===== config.mk =====
export PLATFORM = sky130hd
export DESIGN_NAME = toy_fetch_align
export DESIGN_NICKNAME = d
export VERILOG_FILES = /design/src/rtl/toy_pack.sv /design/src/rtl/toy_fetch_align.sv
export SDC_FILE = /design/constraint.sdc
export NUM_CORES = 1
export LEC_CHECK = 0
export ABC_AREA = 1
export CAP_MARGIN = 20
export CELL_PAD_IN_SITES_DETAIL_PLACEMENT = 2
export CELL_PAD_IN_SITES_GLOBAL_PLACEMENT = 2
export CORE_MARGIN = 5
export CORE_UTILIZATION = 20
export CTS_BUF_LIST = sky130_fd_sc_hd__clkbuf_4 sky130_fd_sc_hd__clkbuf_8
export CTS_CLUSTER_SIZE = 10
export DETAILED_ROUTE_END_ITERATION = 10
export GPL_ROUTABILITY_DRIVEN = 0
export PLACE_DENSITY = 0.77
export SYNTH_ARGS = -nofsm -noshare
export SYNTH_HDL_FRONTEND = slang
export SYNTH_SLANG_ARGS = --single-unit

===== constraint.sdc =====
create_clock -name clk -period 2.18 [get_ports clk]
set_input_delay 0.327 -clock clk [delete_from_list [all_inputs] [get_ports clk]]
set_output_delay 0.327 -clock clk [all_outputs]
set_load 0.03 [all_outputs]

===== src/rtl/toy_pack.sv =====
// toy_pack: shared types and helpers for the instruction aligner
package toy_pack;
    typedef enum logic [1:0] {
        ALIGN_FULL = 2'd0,
        ALIGN_HALF = 2'd1,
        ALIGN_SKIP = 2'd2
    } align_state_e;

    function automatic logic is_rvc(logic [1:0] op);
        return op != 2'b11;
    endfunction
endpackage


===== src/rtl/toy_fetch_align.sv =====
// toy_fetch_align: splits word-aligned fetch words into whole RVC/32-bit instructions with their PCs
module toy_fetch_align
    import toy_pack::*;
#(
    parameter int ADDR_WIDTH = 32,
    parameter logic [ADDR_WIDTH-1:0] RESET_PC = 32'h8000_0000
) (
    input  logic                  clk,
    input  logic                  rst,
    input  logic                  flush_en,
    input  logic [ADDR_WIDTH-1:0] flush_pc,
    input  logic                  word_vld,
    output logic                  word_rdy,
    input  logic [31:0]           word_data,
    output logic                  inst_vld,
    input  logic                  inst_rdy,
    output logic [31:0]           inst_pld,
    output logic [ADDR_WIDTH-1:0] inst_pc,
    output logic                  inst_is_rvc
);
    align_state_e          state_q, state_d;
    logic [15:0]           res_q, res_d;
    logic [ADDR_WIDTH-1:0] pc_q, pc_d;
    logic                  low_rvc, res_rvc, blocked, fire, take;

    assign low_rvc = is_rvc(word_data[1:0]);
    assign res_rvc = is_rvc(res_q[1:0]);
    assign blocked = rst || flush_en;
    assign fire    = inst_vld && inst_rdy;
    assign take    = word_vld && word_rdy;

    always_ff @(posedge clk) begin
        if (rst) begin
            state_q <= ALIGN_FULL;
            res_q   <= '0;
            pc_q    <= RESET_PC;
        end else begin
            state_q <= state_d;
            res_q   <= res_d;
            pc_q    <= pc_d;
        end
    end

    // Upper half of every accepted word becomes the residue; it only matters in ALIGN_HALF.
    always_comb begin
        state_d = flush_en ? (flush_pc[1] ? ALIGN_SKIP : ALIGN_FULL) :
                  state_q == ALIGN_SKIP ? (take ? ALIGN_HALF : ALIGN_SKIP) :
                  !fire ? state_q :
                  state_q == ALIGN_FULL ? (low_rvc ? ALIGN_HALF : ALIGN_FULL) :
                  (res_rvc ? ALIGN_FULL : ALIGN_HALF);
        res_d   = take ? word_data[31:16] : res_q;
        pc_d    = flush_en ? flush_pc :
                  fire ? pc_q + (inst_is_rvc ? ADDR_WIDTH'(2) : ADDR_WIDTH'(4)) : pc_q;
    end

    always_comb begin
        inst_vld    = !blocked && (state_q == ALIGN_SKIP ? 1'b0 :
                                   (state_q == ALIGN_HALF && res_rvc) ? 1'b1 : word_vld);
        word_rdy    = !blocked && (state_q == ALIGN_SKIP ? 1'b1 :
                                   (state_q == ALIGN_HALF && res_rvc) ? 1'b0 : inst_rdy);
        inst_pld    = rst ? 32'h0 :
                      state_q == ALIGN_HALF ? (res_rvc ? {16'h0, res_q} : {word_data[15:0], res_q}) :
                      low_rvc ? {16'h0, word_data[15:0]} : word_data;
        inst_pc     = rst ? RESET_PC : pc_q;
        inst_is_rvc = !rst && is_rvc(inst_pld[1:0]);
    end
endmodule

==> results.md, run 1 <==
- Post-DR vias/cell: 4.652
- Tmin final: 2.502 ns
- Dpl cells: 1,053
- Final core occ: 32.07%
- Clock buffer count from CTS: 5
- Layout Cells excl Fill: 1,069
- Pre-CTS setup slack: -0.5067 ns
- Post-synth EDFFs: 0
- CP required: 2.41 ns
- Unique cell type count in the Yosys netlist: 26
- Gr usage total: 16.01%
- Antenna-violating nets left: 0
- Final setup vio count: 37
- Crit Path Class: reg2reg
- Gate Count Post-Synth: 688
- CTS clock-pin slew for the worst setup and hold paths: 0.10 ns
- Reg2Reg Depth: 17
- Site Rows: 50
- Die Width: 148.5 um
- Biggest area consumer among synthesized cells: dfxtp_1
- Most frequent cells after synthesis: nand2_1 (188), nor2_1 (95), inv_1 (87), a21oi_1 (76), nand3_1 (65)
- Count leader, synth: nand2_1
- Initial antenna violation count: 0
- Type of the worst min-delay path: in2reg
- Yosys top cell area share: 26.08%
- CTS tree: yes
- Share of cells above drive strength 1: 19.40%
- Drt pass-1 iters: 4
- Port Buffers: 135
- Core area: 18,770 um2
- Total leakage power: 2.397 nW
- Routed vias: 4,973
- Critical R2R Capture: pc_q[6]
- Worst Setup EP: pc_q[6]
- Worst EP arrival: 2.73 ns
- Largest net degree at the start of global routing: 43
- CP Max Fanout: 5
- Longest Clk Path Bufs: 2
- H-tree levels: 2
- Setup WS post-layout: -0.3218 ns
- Rel. slew slack: 61.48%
- FF-to-FF Start: state_q[0]
- Antenna cell count: 0
- DRC errors left: 0
- TritonCTS Sinks: 50
- DR WL/cell: 16.91 um
- CTS root buf: clkbuf_8
- Worst-Margin Slew: 0.5757 ns
- Final HPWL DP: 13,670 um
- Post-Syn Nets: 760
- Worst Skew: 0.01195 ns
- Mapped cell area: 3837 um2
- # fillers: 2,371
- Worst skew pair latency: 0.32 ns
- Die Y: 148.5 um
- Top FF cell, synth: dfxtp_1
- Sequential share of the synthesized area: 26.08%
- Max Fclk: 399.7 MHz
- Fin. Hold Viols: 0
- Crit share post-route: 114.8%
- Critical Path Sink Type: flop
- Crit start category: flop
- Number of global-route vias before repair: 5,396
- Failing checks: negative setup slack
- Syn. warnings: 0
- CP Launch Point: state_q[0]
- Largest cells by area after synthesis: dfxtp_1 (26%), nand2_1 (18%), a21oi_1 (9.9%), nor2_1 (9.3%), inv_1 (8.5%)
- Total grt overflow: 0
- Initial core utilization: 20.45%
- Unrepaired setup endpoints after global routing: true
- Status: complete, but fails checks
- Syn_area_per_cell: 5.578 um2
- Iter 0 DRT Violations: 102
- Ports: 136
- Slew Limit Fails: 0
- Nets: 907
- Final WL: 18,080 um
- Async SR Flop Fraction: 0%
- R2R setup slack: -0.32 ns
- Peak VDD IR: 0.2105 mV
- Area grow syn2layout: 56.86%
- WHS Path Cells: 3
- Die ar.: 22,060 um2
- First-pass GRT wire length: 28,500 um
- Max_cap viols: 0
- Power per Cell Area: 404.9 nW/um2
- Seq cells post-synth: 50
[flip-flops by register name (all words and copies together), names as in the netlist]
register  cells
pc_q         32
res_q        16
state_q       2
[how the worst min path moves through the flow]
stage,endpoint,start
after global placement,pc_q[0],pc_q[0]
after global routing,pc_q[4],rst
after floorplan,res_q[10],res_q[10]
after CTS,state_q[0],rst
final,pc_q[4],rst
after detailed placement,res_q[6],res_q[6]
[layout make-up]
type | count | area [um2] | share of cell area, %
inverter | 90 | 350.3 | 5.820
multi-input combinational | 511 | 2645 | 43.94
timing repair buffer | 177 | 1638 | 27.21
tap | 234 | 292.8 | 4.864
sequential | 50 | 1010 | 16.77
clock buffer | 7 | 83.83 | 1.393
[what timing repair did]
item,4_1_cts,5_1_grt
endpoints found under the setup margin,46,62
buffers inserted,2,7
resized for setup,33,41
endpoints found under the hold margin,0,0
hold buffers,0,0
pin swaps,12,31
[critical path, stage by stage, from the launching register on]
cell and delay, ns:
dfxtp_4 0.39, inv_4 0.04, nor2_4 0.19, nor2_4 0.05, a211oi_4 0.26, a21oi_4 0.11
buf_6 0.14, buf_4 0.12, inv_2 0.06, ha_4 0.20, nand3_4 0.10, nand2_8 0.09
buf_12 0.14, nand2_8 0.08, xor2_1 0.19, o21ai_1 0.10, nand2_1 0.07, nand2_1 0.05
[layout by cell type, fill, tap and decap left out, types with 2 or more instances in the layout]
cell type,n
a211oi_2,2
a21oi_1,66
a21oi_2,9
buf_12,3
buf_4,70
buf_6,7
clkbuf_4,2
clkbuf_8,5
clkdlybuf4s50_1,94
dfxtp_1,47
dfxtp_4,2
ha_4,2
inv_1,78
inv_2,8
inv_4,3
nand2_1,172
nand2_2,11
nand2_4,3
nand2_8,3
nand3_1,58
nand3_2,4
nand3_4,4
nand4_1,16
nor2_1,83
nor2_2,5
nor2_4,9
o211ai_1,2
o21ai_0,39
o21ai_1,12
xor2_1,3
[power by group]
| part | leakage [nW] | internal [W] | switching (W) |
|---|---|---|---|
| Sequential | 0.413 | 0.000963 | 0.0000566 |
| Combinational | 1.94 | 0.000354 | 0.000475 |
| Clock | 0.0452 | 0.000248 | 0.000341 |
[cells by family (layout without fill, tap and decap cells)]
logic type                 after synthesis  count (layout)  share of synthesized area [%]
and+or+nand+nor                        369             369                          40.23
buffers and inverters                  127             274                          13.50
AOI/OAI and AO/OA                      135             135                          18.10
DFF                                     50              50                          26.08
xor gates and xnor gates                 4               4                         0.9129
adders and majority gates                3               3                          1.174
[layer usage]
| layer | vias to the layer above | global-route usage (%) | routed length [um] |
|---|---|---|---|
| li1 | 2493 | - | - |
| met1 | 2356 | 19.83 | 7988 |
| met2 | 113 | 27.85 | 8655 |
| met3 | 11 | 4.966 | 1273 |
| met4 | 0 | 2.448 | 159 |
| met5 | - | 0 | 0 |
[stage by stage]
stage | area [um2] | setup TNS [ns] | power, W | hold slack (ns)
floorplan | 3940 | -4.595 | 0.001437 | 0.4297
global placement | 5573 | -9.720 | 0.001806 | 0.4439
detailed placement | 5573 | -11.64 | 0.001817 | 0.4480
CTS | 5798 | -3.948 | 0.002446 | 0.4076
global route | 6020 | -16.16 | 0.002599 | 0.4118
finish | 6020 | -6.476 | 0.002437 | 0.4007
Power figures use the tool's default switching activity.
==> inputs of run 2 (changes only) <==
--- a/config.mk
+++ b/config.mk
@@ -6,16 +6,17 @@
 export NUM_CORES = 1
 export LEC_CHECK = 0
 export ABC_AREA = 1
+export ABC_CLOCK_PERIOD_IN_PS = 3200
 export CAP_MARGIN = 20
 export CELL_PAD_IN_SITES_DETAIL_PLACEMENT = 2
 export CELL_PAD_IN_SITES_GLOBAL_PLACEMENT = 2
 export CORE_MARGIN = 5
-export CORE_UTILIZATION = 20
+export CORE_UTILIZATION = 24
 export CTS_BUF_LIST = sky130_fd_sc_hd__clkbuf_4 sky130_fd_sc_hd__clkbuf_8
 export CTS_CLUSTER_SIZE = 10
 export DETAILED_ROUTE_END_ITERATION = 10
 export GPL_ROUTABILITY_DRIVEN = 0
-export PLACE_DENSITY = 0.77
+export PLACE_DENSITY = 0.86
 export SYNTH_ARGS = -nofsm -noshare
 export SYNTH_HDL_FRONTEND = slang
 export SYNTH_SLANG_ARGS = --single-unit
==> constraint.sdc (replaced) <==
create_clock -name clk -period 3.2 [get_ports clk]
set_input_delay 0.48 -clock clk [delete_from_list [all_inputs] [get_ports clk]]
set_output_delay 0.48 -clock clk [all_outputs]
set_load 0.03 [all_outputs]
==> run 2 against run 1 <==
Net effect: the flow now finishes without violations; first-iteration DRC count increased by 44%; sequential share of layout area rose by 1.5 points; non-clock buffer count is 28 lower; die area fell by 16%; clock skew increased by 0.0084 ns; critical endpoint is now inst_pld[4]; largest cell class unchanged.
==> results.md, run 2 (same netlist as run 1, synthesis figures left out) <==
- Initial antenna violation count: 0 (unchanged)
- Internal: 0.001064 W (was 0.001564 W)
- DRC errors left: 0 (unchanged)
- Nets: 879 (was 907)
- Crit Path Class: reg2out (was reg2reg)
- Post-CTS Setup Bufs: 0 (was 2)
- Slew Limit Fails: 0 (unchanged)
- Iter 0 DRT Violations: 147 (was 102)
- Total grt overflow: 0 (unchanged)
- Die Y: 136.5 um (was 148.5 um)
- CTS root buf: clkbuf_8 (unchanged)
- CP Launch Point: state_q[0] (unchanged)
- Share of cells above drive strength 1: 5.817% (was 19.40%)
- Core area: 15,770 um2 (was 18,770 um2)
- Area grow syn2layout: 42.35% (was 56.86%)
- Worst Skew: 0.02037 ns (was 0.01195 ns)
- Gr usage total: 19.72% (was 16.01%)
- TritonCTS Sinks: 50 (unchanged)
- Routed vias: 5,015 (was 4,973)
- Peak VDD IR: 0.1394 mV (was 0.2105 mV)
- Final WL: 18,240 um (was 18,080 um)
- H-tree levels: 2 (unchanged)
- Status: complete, no violations (was complete, but fails checks)
- Most common cell after layout, fill and taps aside: nand2_1 (unchanged)
- # fillers: 1,992 (was 2,371)
- Unrepaired setup endpoints after global routing: false (was true)
- R2R setup slack: 0.22 ns (was -0.32 ns)
- Clk pwr share: 28.0% (was 24.2%)
- Site Rows: 46 (was 50)
- Worst-Margin Slew: 0.6696 ns (was 0.5757 ns)
- Tmin final: 3.032 ns
- Critical Path Sink Type: output port (was flop)
- Drt pass-1 iters: 5 (was 4)
- Switching share of power: 36.36% (was 35.82%)
- Net Sw Power: 0.0006078 W (was 0.0008730 W)
- Area of the multi-input gates: 2330 um2 (was 2645 um2)
- Gr busiest metal: met2 (unchanged)
- Number of global-route vias before repair: 5,459 (was 5,396)
- Clock buffer count from CTS: 5 (unchanged)
- Ports: 136 (unchanged)
- CP required: 2.72 ns (was 2.41 ns)
- Crit start category: flop (unchanged)
- DR WL/cell: 17.82 um (was 16.91 um)
- Power per Cell Area: 306.0 nW/um2 (was 404.9 nW/um2)
- Fin. Hold Viols: 0 (unchanged)
- GR Layer Usage met2: 36.82% (was 27.85%)
- Final core occ: 34.64% (was 32.07%)
- Grt met3 use: 5.959% (was 4.966%)
- Initial core utilization: 24.33% (was 20.45%)
- Worst EP arrival: 2.55 ns (was 2.73 ns)
- Total power: 0.001671 W (was 0.002437 W)
- Antenna cell count: 0 (unchanged)
- Die Width: 136.5 um (was 148.5 um)
- Max Fclk: 329.8 MHz
- Comb power frac: 30.4% (was 34.0%)
- Crit share post-route: 94.75%
- Worst skew pair latency: 0.35 ns (was 0.32 ns)
- Total leakage power: 2.178 nW (was 2.397 nW)
- Max reg flops: 32 (unchanged)
- Reg area: 1001 um2 (was 1010 um2)
- Seq pwr share: 41.6% (was 41.8%)
- Reg2Reg Depth: 14 (was 17)
- Final HPWL DP: 14,120 um (was 13,670 um)
- First-pass GRT wire length: 29,050 um (was 28,500 um)
- Longest Clk Path Bufs: 2 (unchanged)
- Final setup vio count: 0 (was 37)
- Type of the worst min-delay path: in2reg (unchanged)
- Most frequent cells in the layout: nand2_1 (188), clkdlybuf4s50_1 (119), nor2_1 (94) (was nand2_1 (172), clkdlybuf4s50_1 (94), nor2_1 (83))
- CTS clock-pin slew for the worst setup and hold paths: 0.11 ns (was 0.10 ns)
- Largest net degree at the start of global routing: 58 (was 43)
- Post-DR vias/cell: 4.897 (was 4.652)
- GRT met1 Usage: 22.28% (was 19.83%)
- Largest regs: pc_q x32, res_q x16, state_q x2 (unchanged)
- CTS tree: yes (unchanged)
- Rel. slew slack: 55.36% (was 61.48%)
- Die ar.: 18,620 um2 (was 22,060 um2)
- Port Buffers: 135 (unchanged)
- Top reg by flops: pc_q (unchanged)
- Critical R2R Capture: pc_q[13] (was pc_q[6])
- CP Max Fanout: 34 (was 5)
- Max_cap viols: 0 (unchanged)
- Worst Setup EP: inst_pld[4] (was pc_q[6])
- FF-to-FF Start: state_q[0] (unchanged)
- Antenna-violating nets left: 0 (unchanged)
[run 2: cell count changes in the layout (fill, tap and decap cells not counted), moves of 12 or more]
cell	before	now
buf_4	70	28
clkdlybuf4s50_1	94	119
nand2_1	172	188
o21ai_0	39	51
[run 2: critical path, stage by stage (launching register included)]
cell             delay, ns
dfxtp_1               0.42
inv_2                 0.10
nor2_4                0.27
buf_4                 0.38
o21ai_0               0.18
a21oi_1               0.16
clkdlybuf4s50_1       0.71
[run 2: per-stage QoR]
step / instance area, um2 / setup WS, ns / cells / hold slack (ns) / TNS, ns
6_report: 5463 / 0.1680 / 1024 / 0.4030 / 0
5_1_grt: 5463 / 0.003622 / 1024 / 0.3898 / 0
4_1_cts: 5454 / 0.06921 / 1024 / 0.3747 / 0
3_5_place_dp: 5349 / -0.02042 / 1016 / 0.4524 / -0.05858
3_3_place_gp: 5349 / 0.09681 / 1016 / 0.4393 / 0
2_1_floorplan: 3842 / 0.04448 / 688 / 0.4297 / 0
[run 2: worst min-delay path by stage]
stage	startpoint	endpoint	depth (start not counted)
3_5_place_dp	pc_q[0]	pc_q[0]	2
5_1_grt	rst	res_q[15]	2
4_1_cts	rst	res_q[15]	2
2_1_floorplan	res_q[10]	res_q[10]	2
6_report	rst	res_q[15]	2
3_3_place_gp	res_q[8]	res_q[8]	2
[run 2: routing by layer]
metal / wire [um] / share of wire (%)
met1: 7603 / 42
met2: 9368 / 51
met3: 1141 / 6.3
met4: 129 / 0.71
met5: 0 / 0
[run 2: final cells by class]
type | instances | share of cell area (%)
multi-input cells | 511 | 42.65
repair buffers | 149 | 25.97
clock buffers | 7 | 1.764
clock inverters | 1 | 0.1603
flip-flops and latches | 50 | 18.32
well taps | 216 | 4.947
inverters | 90 | 6.184
[run 2: power by group through the flow]
| stage | clock network, W | registers (W) | logic, W |
|---|---|---|---|
| 6_report | 0.000468 | 0.000695 | 0.000508 |
| 4_1_cts | 0.000481 | 0.000695 | 0.000514 |
| 2_1_floorplan | 0 | 0.000694 | 0.000273 |
| 3_3_place_gp | 0 | 0.000706 | 0.000491 |
| 3_5_place_dp | 0 | 0.000709 | 0.000510 |
| 5_1_grt | 0.000505 | 0.000700 | 0.000553 |
[run 2: timing repair]
| action | 4_1_cts | 5_1_grt |
|---|---|---|
| hold buffers | 0 | 0 |
| gates resized for setup | 0 | 3 |
| endpoints found under the setup margin | 0 | 8 |
==> inputs of run 3 (changes only) <==
--- a/config.mk
+++ b/config.mk
@@ -5,18 +5,19 @@
 export SDC_FILE = /design/constraint.sdc
 export NUM_CORES = 1
 export LEC_CHECK = 0
-export ABC_AREA = 1
 export ABC_CLOCK_PERIOD_IN_PS = 3200
 export CAP_MARGIN = 20
 export CELL_PAD_IN_SITES_DETAIL_PLACEMENT = 2
 export CELL_PAD_IN_SITES_GLOBAL_PLACEMENT = 2
 export CORE_MARGIN = 5
-export CORE_UTILIZATION = 24
+export CORE_UTILIZATION = 38
 export CTS_BUF_LIST = sky130_fd_sc_hd__clkbuf_4 sky130_fd_sc_hd__clkbuf_8
 export CTS_CLUSTER_SIZE = 10
 export DETAILED_ROUTE_END_ITERATION = 10
+export DONT_BUFFER_PORTS = 1
 export GPL_ROUTABILITY_DRIVEN = 0
-export PLACE_DENSITY = 0.86
+export HOLD_SLACK_MARGIN = 0.15
+export PLACE_DENSITY = 0.87
 export SYNTH_ARGS = -nofsm -noshare
 export SYNTH_HDL_FRONTEND = slang
 export SYNTH_SLANG_ARGS = --single-unit
==> run 3 against run 2 <==
Net effect: clock-buffer cell count fell by 1; cell area fell by 33%; die area fell by 43%; utilization rose by 7.8 points; largest power group unchanged; largest cell class unchanged; highest routed layer unchanged; total power fell by 21%; critical endpoint is now pc_q[21]; non-clock buffer count fell by 119; fmax rose by 0.47%.
==> results.md, run 3 <==
- Status: complete, no violations (unchanged)
- Worst Skew: 0.01213 ns (was 0.02037 ns)
- WHS Path Cells: 1 (was 2)
- Final setup vio count: 0 (unchanged)
- Final WL: 12,070 um (was 18,240 um)
- TritonCTS Sinks: 50 (unchanged)
- Die Y: 103.0 um (was 136.5 um)
- Clock buffer count from CTS: 5 (unchanged)
- Largest net degree at the start of global routing: 121 (was 58)
- Pre-CTS setup slack: 0.05992 ns (was -0.02042 ns)
- Routed vias: 3,403 (was 5,015)
- R2R setup slack: 0.18 ns (was 0.22 ns)
- GR Layer Usage met2: 41.44% (was 36.82%)
- Final HPWL DP: 8921 um (was 14,120 um)
- CP Max Fanout: 7 (was 34)
- Top reg by flops: pc_q (unchanged)
- Mapped cell area: 3288 um2 (was 3837 um2)
- Power per Cell Area: 363.0 nW/um2 (was 306.0 nW/um2)
- Total grt overflow: 0 (unchanged)
- Core area: 8593 um2 (was 15,770 um2)
- Site Rows: 34 (was 46)
- Worst min-delay path startpoint: rst (unchanged)
- Count leader, synth: nand2_1 (unchanged)
- Critical R2R Capture: pc_q[21] (was pc_q[13])
- Syn. warnings: 0 (unchanged)
- Total power: 0.001322 W (was 0.001671 W)
- Final core occ: 42.40% (was 34.64%)
- Longest Clk Path Bufs: 2 (unchanged)
- Post-Syn Nets: 510 (was 760)
- Fin. Hold Viols: 0 (unchanged)
- Gr busiest metal: met2 (unchanged)
- CP required: 3.41 ns (was 2.72 ns)
- Peak VDD IR: 0.1682 mV (was 0.1394 mV)
- Max Fclk: 331.4 MHz (was 329.8 MHz)
- Type of the worst min-delay path: in2reg (unchanged)
- Post-synth EDFFs: 0 (unchanged)
- Largest cells by area after synthesis: dfxtp_1 (30%), nand2_1 (7.2%), nor2b_1 (5.7%), nor2_1 (5.6%), mux2i_1 (5.2%) (was dfxtp_1 (26%), nand2_1 (18%), a21oi_1 (9.9%), nor2_1 (9.3%), inv_1 (8.5%))
- Worst hold slack: 0.2585 ns (was 0.4030 ns)
- Syn_area_per_cell: 7.507 um2 (was 5.578 um2)
- Ports: 136 (unchanged)
- Nets: 513 (was 879)
- Initial core utilization: 38.26% (was 24.33%)
- Max reg flops: 32 (unchanged)
- Gate Count Post-Synth: 438 (was 688)
- Crit start category: flop (unchanged)
- Critical Path Sink Type: flop (was output port)
- H-tree levels: 2 (unchanged)
- Worst-Margin Slew: 0.7044 ns (was 0.6696 ns)
- Antenna-violating nets left: 0 (unchanged)
- Drt pass-1 iters: 4 (was 5)
- GRT met1 Usage: 26.85% (was 22.28%)
- Antenna cell count: 0 (unchanged)
- Sequential share of the synthesized area: 30.44% (was 26.08%)
- Yosys top cell area share: 30.44% (was 26.08%)
- Number of global-route vias before repair: 3,662 (was 5,459)
- Biggest area consumer among synthesized cells: dfxtp_1 (unchanged)
- Cell repeated most along the worst path: a21oi_4
- CTS clock-pin slew for the worst setup and hold paths: 0.10 ns (was 0.11 ns)
- DRC errors left: 0 (unchanged)
- Area grow syn2layout: 10.81% (was 42.35%)
- First-pass GRT wire length: 18,840 um (was 29,050 um)
- Max stage delay cell, worst path: fa_2 (was clkdlybuf4s50_1)
- # fillers: 1,003 (was 1,992)
- Crit-path cells: nand2b_2 > nand2_1 > a21oi_4 > a21oi_4 > ha_1 > inv_1 > fa_2 > nor3_4 > nand4_4 > buf_4 > or3_1 > a311oi_1 (was inv_2 > nor2_4 > buf_4 > o21ai_0 > a21oi_1 > clkdlybuf4s50_1)
- Most frequent cells in the layout: nand2_1 (63), nor2_1 (49), dfxtp_1 (49) (was nand2_1 (188), clkdlybuf4s50_1 (119), nor2_1 (94))
- Initial antenna violation count: 0 (unchanged)
- CTS root buf: clkbuf_8 (unchanged)
- Die Width: 103.0 um (was 136.5 um)
- Total leakage power: 1.221 nW (was 2.178 nW)
- Hold EP: pc_q[12] (was res_q[15])
- Async SR Flop Fraction: 0% (unchanged)
- # hold bufs at CTS: 0 (unchanged)
- Top FF cell, synth: dfxtp_1 (unchanged)
- Die ar.: 10,610 um2 (was 18,620 um2)
- Crit share post-route: 94.30% (was 94.75%)
- Slowest cell delay on critical path: 0.40 ns (was 0.71 ns)
- Worst skew pair latency: 0.30 ns (was 0.35 ns)
- DR WL/cell: 21.94 um (was 17.82 um)
- Post-DR vias/cell: 6.187 (was 4.897)
- Rel. slew slack: 53.19% (was 55.36%)
- Port Buffers: 0 (was 135)
- Slew Limit Fails: 0 (unchanged)
- Gr usage total: 22.17% (was 19.72%)
- Max_cap viols: 0 (unchanged)
- Setup WS post-layout: 0.1824 ns (was 0.1680 ns)
- Most common cell after layout, fill and taps aside: nand2_1 (unchanged)
- Share of cells above drive strength 1: 12.44% (was 5.817%)
- Most frequent cells after synthesis: nand2_1 (63), dfxtp_1 (50), nor2_1 (49), a21oi_1 (33), nor2b_1 (30) (was nand2_1 (188), nor2_1 (95), inv_1 (87), a21oi_1 (76), nand3_1 (65))
- Grt met3 use: 3.857% (was 5.959%)
- Largest regs: pc_q x32, res_q x16, state_q x2 (unchanged)
- Seq cells post-synth: 50 (unchanged)
- FF-to-FF Start: state_q[1] (was state_q[0])
- Reg2Reg Depth: 12 (was 14)
- Worst EP arrival: 3.23 ns (was 2.55 ns)
- Iter 0 DRT Violations: 100 (was 147)
- Unique cell type count in the Yosys netlist: 57 (was 26)
- CTS tree: yes (unchanged)
- Tmin final: 3.018 ns (was 3.032 ns)
- Crit Path Class: reg2reg (was reg2out)
-- run 3: cell type report --
cell class	instances	area [um2]	area share, %
Sequential cell	50	1002	27.51
Clock buffer	6	76.32	2.095
Tap cell	108	135.1	3.709
Multi-Input combinational cell	348	2168	59.51
Timing Repair Buffer	30	225.2	6.181
Clock inverter	2	13.76	0.3777
Inverter	6	22.52	0.6181
-- run 3: timing repair --
| action | 4_1_cts | 5_1_grt |
|---|---|---|
| buffers inserted | 0 | 2 |
| endpoints found under the setup margin | 0 | 7 |
| gates resized for setup | 0 | 4 |
| endpoints found under the hold margin | 0 | 0 |
-- run 3: worst max path at each step --
stage	startpoint	end	slack [ns]	cells after the start
finish	state_q[1]	pc_q[21]	0.18	12
global route	state_q[1]	pc_q[29]	-0.02	11
CTS	state_q[0]	pc_q[27]	0.05	11
detailed placement	state_q[0]	pc_q[27]	0.06	11
global placement	state_q[0]	pc_q[27]	0.32	11
floorplan	state_q[1]	pc_q[29]	0.06	12
-- run 3: worst max-delay path, delay by kind of cell, from the launching register on --
family | cells | cell delay [ns]
AOI/OAI and AO/OA | 3 | 0.55
buffers and inverters | 2 | 0.26
and+or+nand+nor | 5 | 1.19
adders and majority gates | 2 | 0.61
DFF | 1 | 0.33
-- run 3: cells by family (layout without fill, tap and decap cells) --
logic type	Yosys count	in the layout	share of synthesized area, %
adders and majority gates	3	3	1.370
muxes	18	18	5.517
DFF	50	50	30.44
AOI/OAI and AO/OA	110	110	22.76
xor gates and xnor gates	3	3	0.7992
and+or+nand+nor	214	214	33.98
buffers and inverters	40	44	5.137
-- run 3: through the flow --
| stage | cell area, um2 | setup TNS, ns | cells |
|---|---|---|---|
| final | 3643 | 0 | 550 |
| after global routing | 3643 | -0.01564 | 550 |
| after CTS | 3616 | 0 | 548 |
| after detailed placement | 3526 | 0 | 540 |
| after global placement | 3526 | 0 | 540 |
| after floorplan | 3322 | 0 | 438 |
-- run 3: metal layers --
layer	vias to the layer above	routed length, um
met2	76	6443
met4	0	48
li1	1615	-
met5	-	0
met3	4	541
met1	1708	5035
-- run 3: where the power goes --
group | leakage [nW] | internal (W) | switching [W] | total [W]
clock | 0.0486 | 0.000164 | 0.000215 | 0.000379
combinational | 0.761 | 0.0000817 | 0.000168 | 0.000250
sequential | 0.411 | 0.000653 | 0.0000405 | 0.000694
total | 1.22 | 0.000898 | 0.000424 | 0.00132
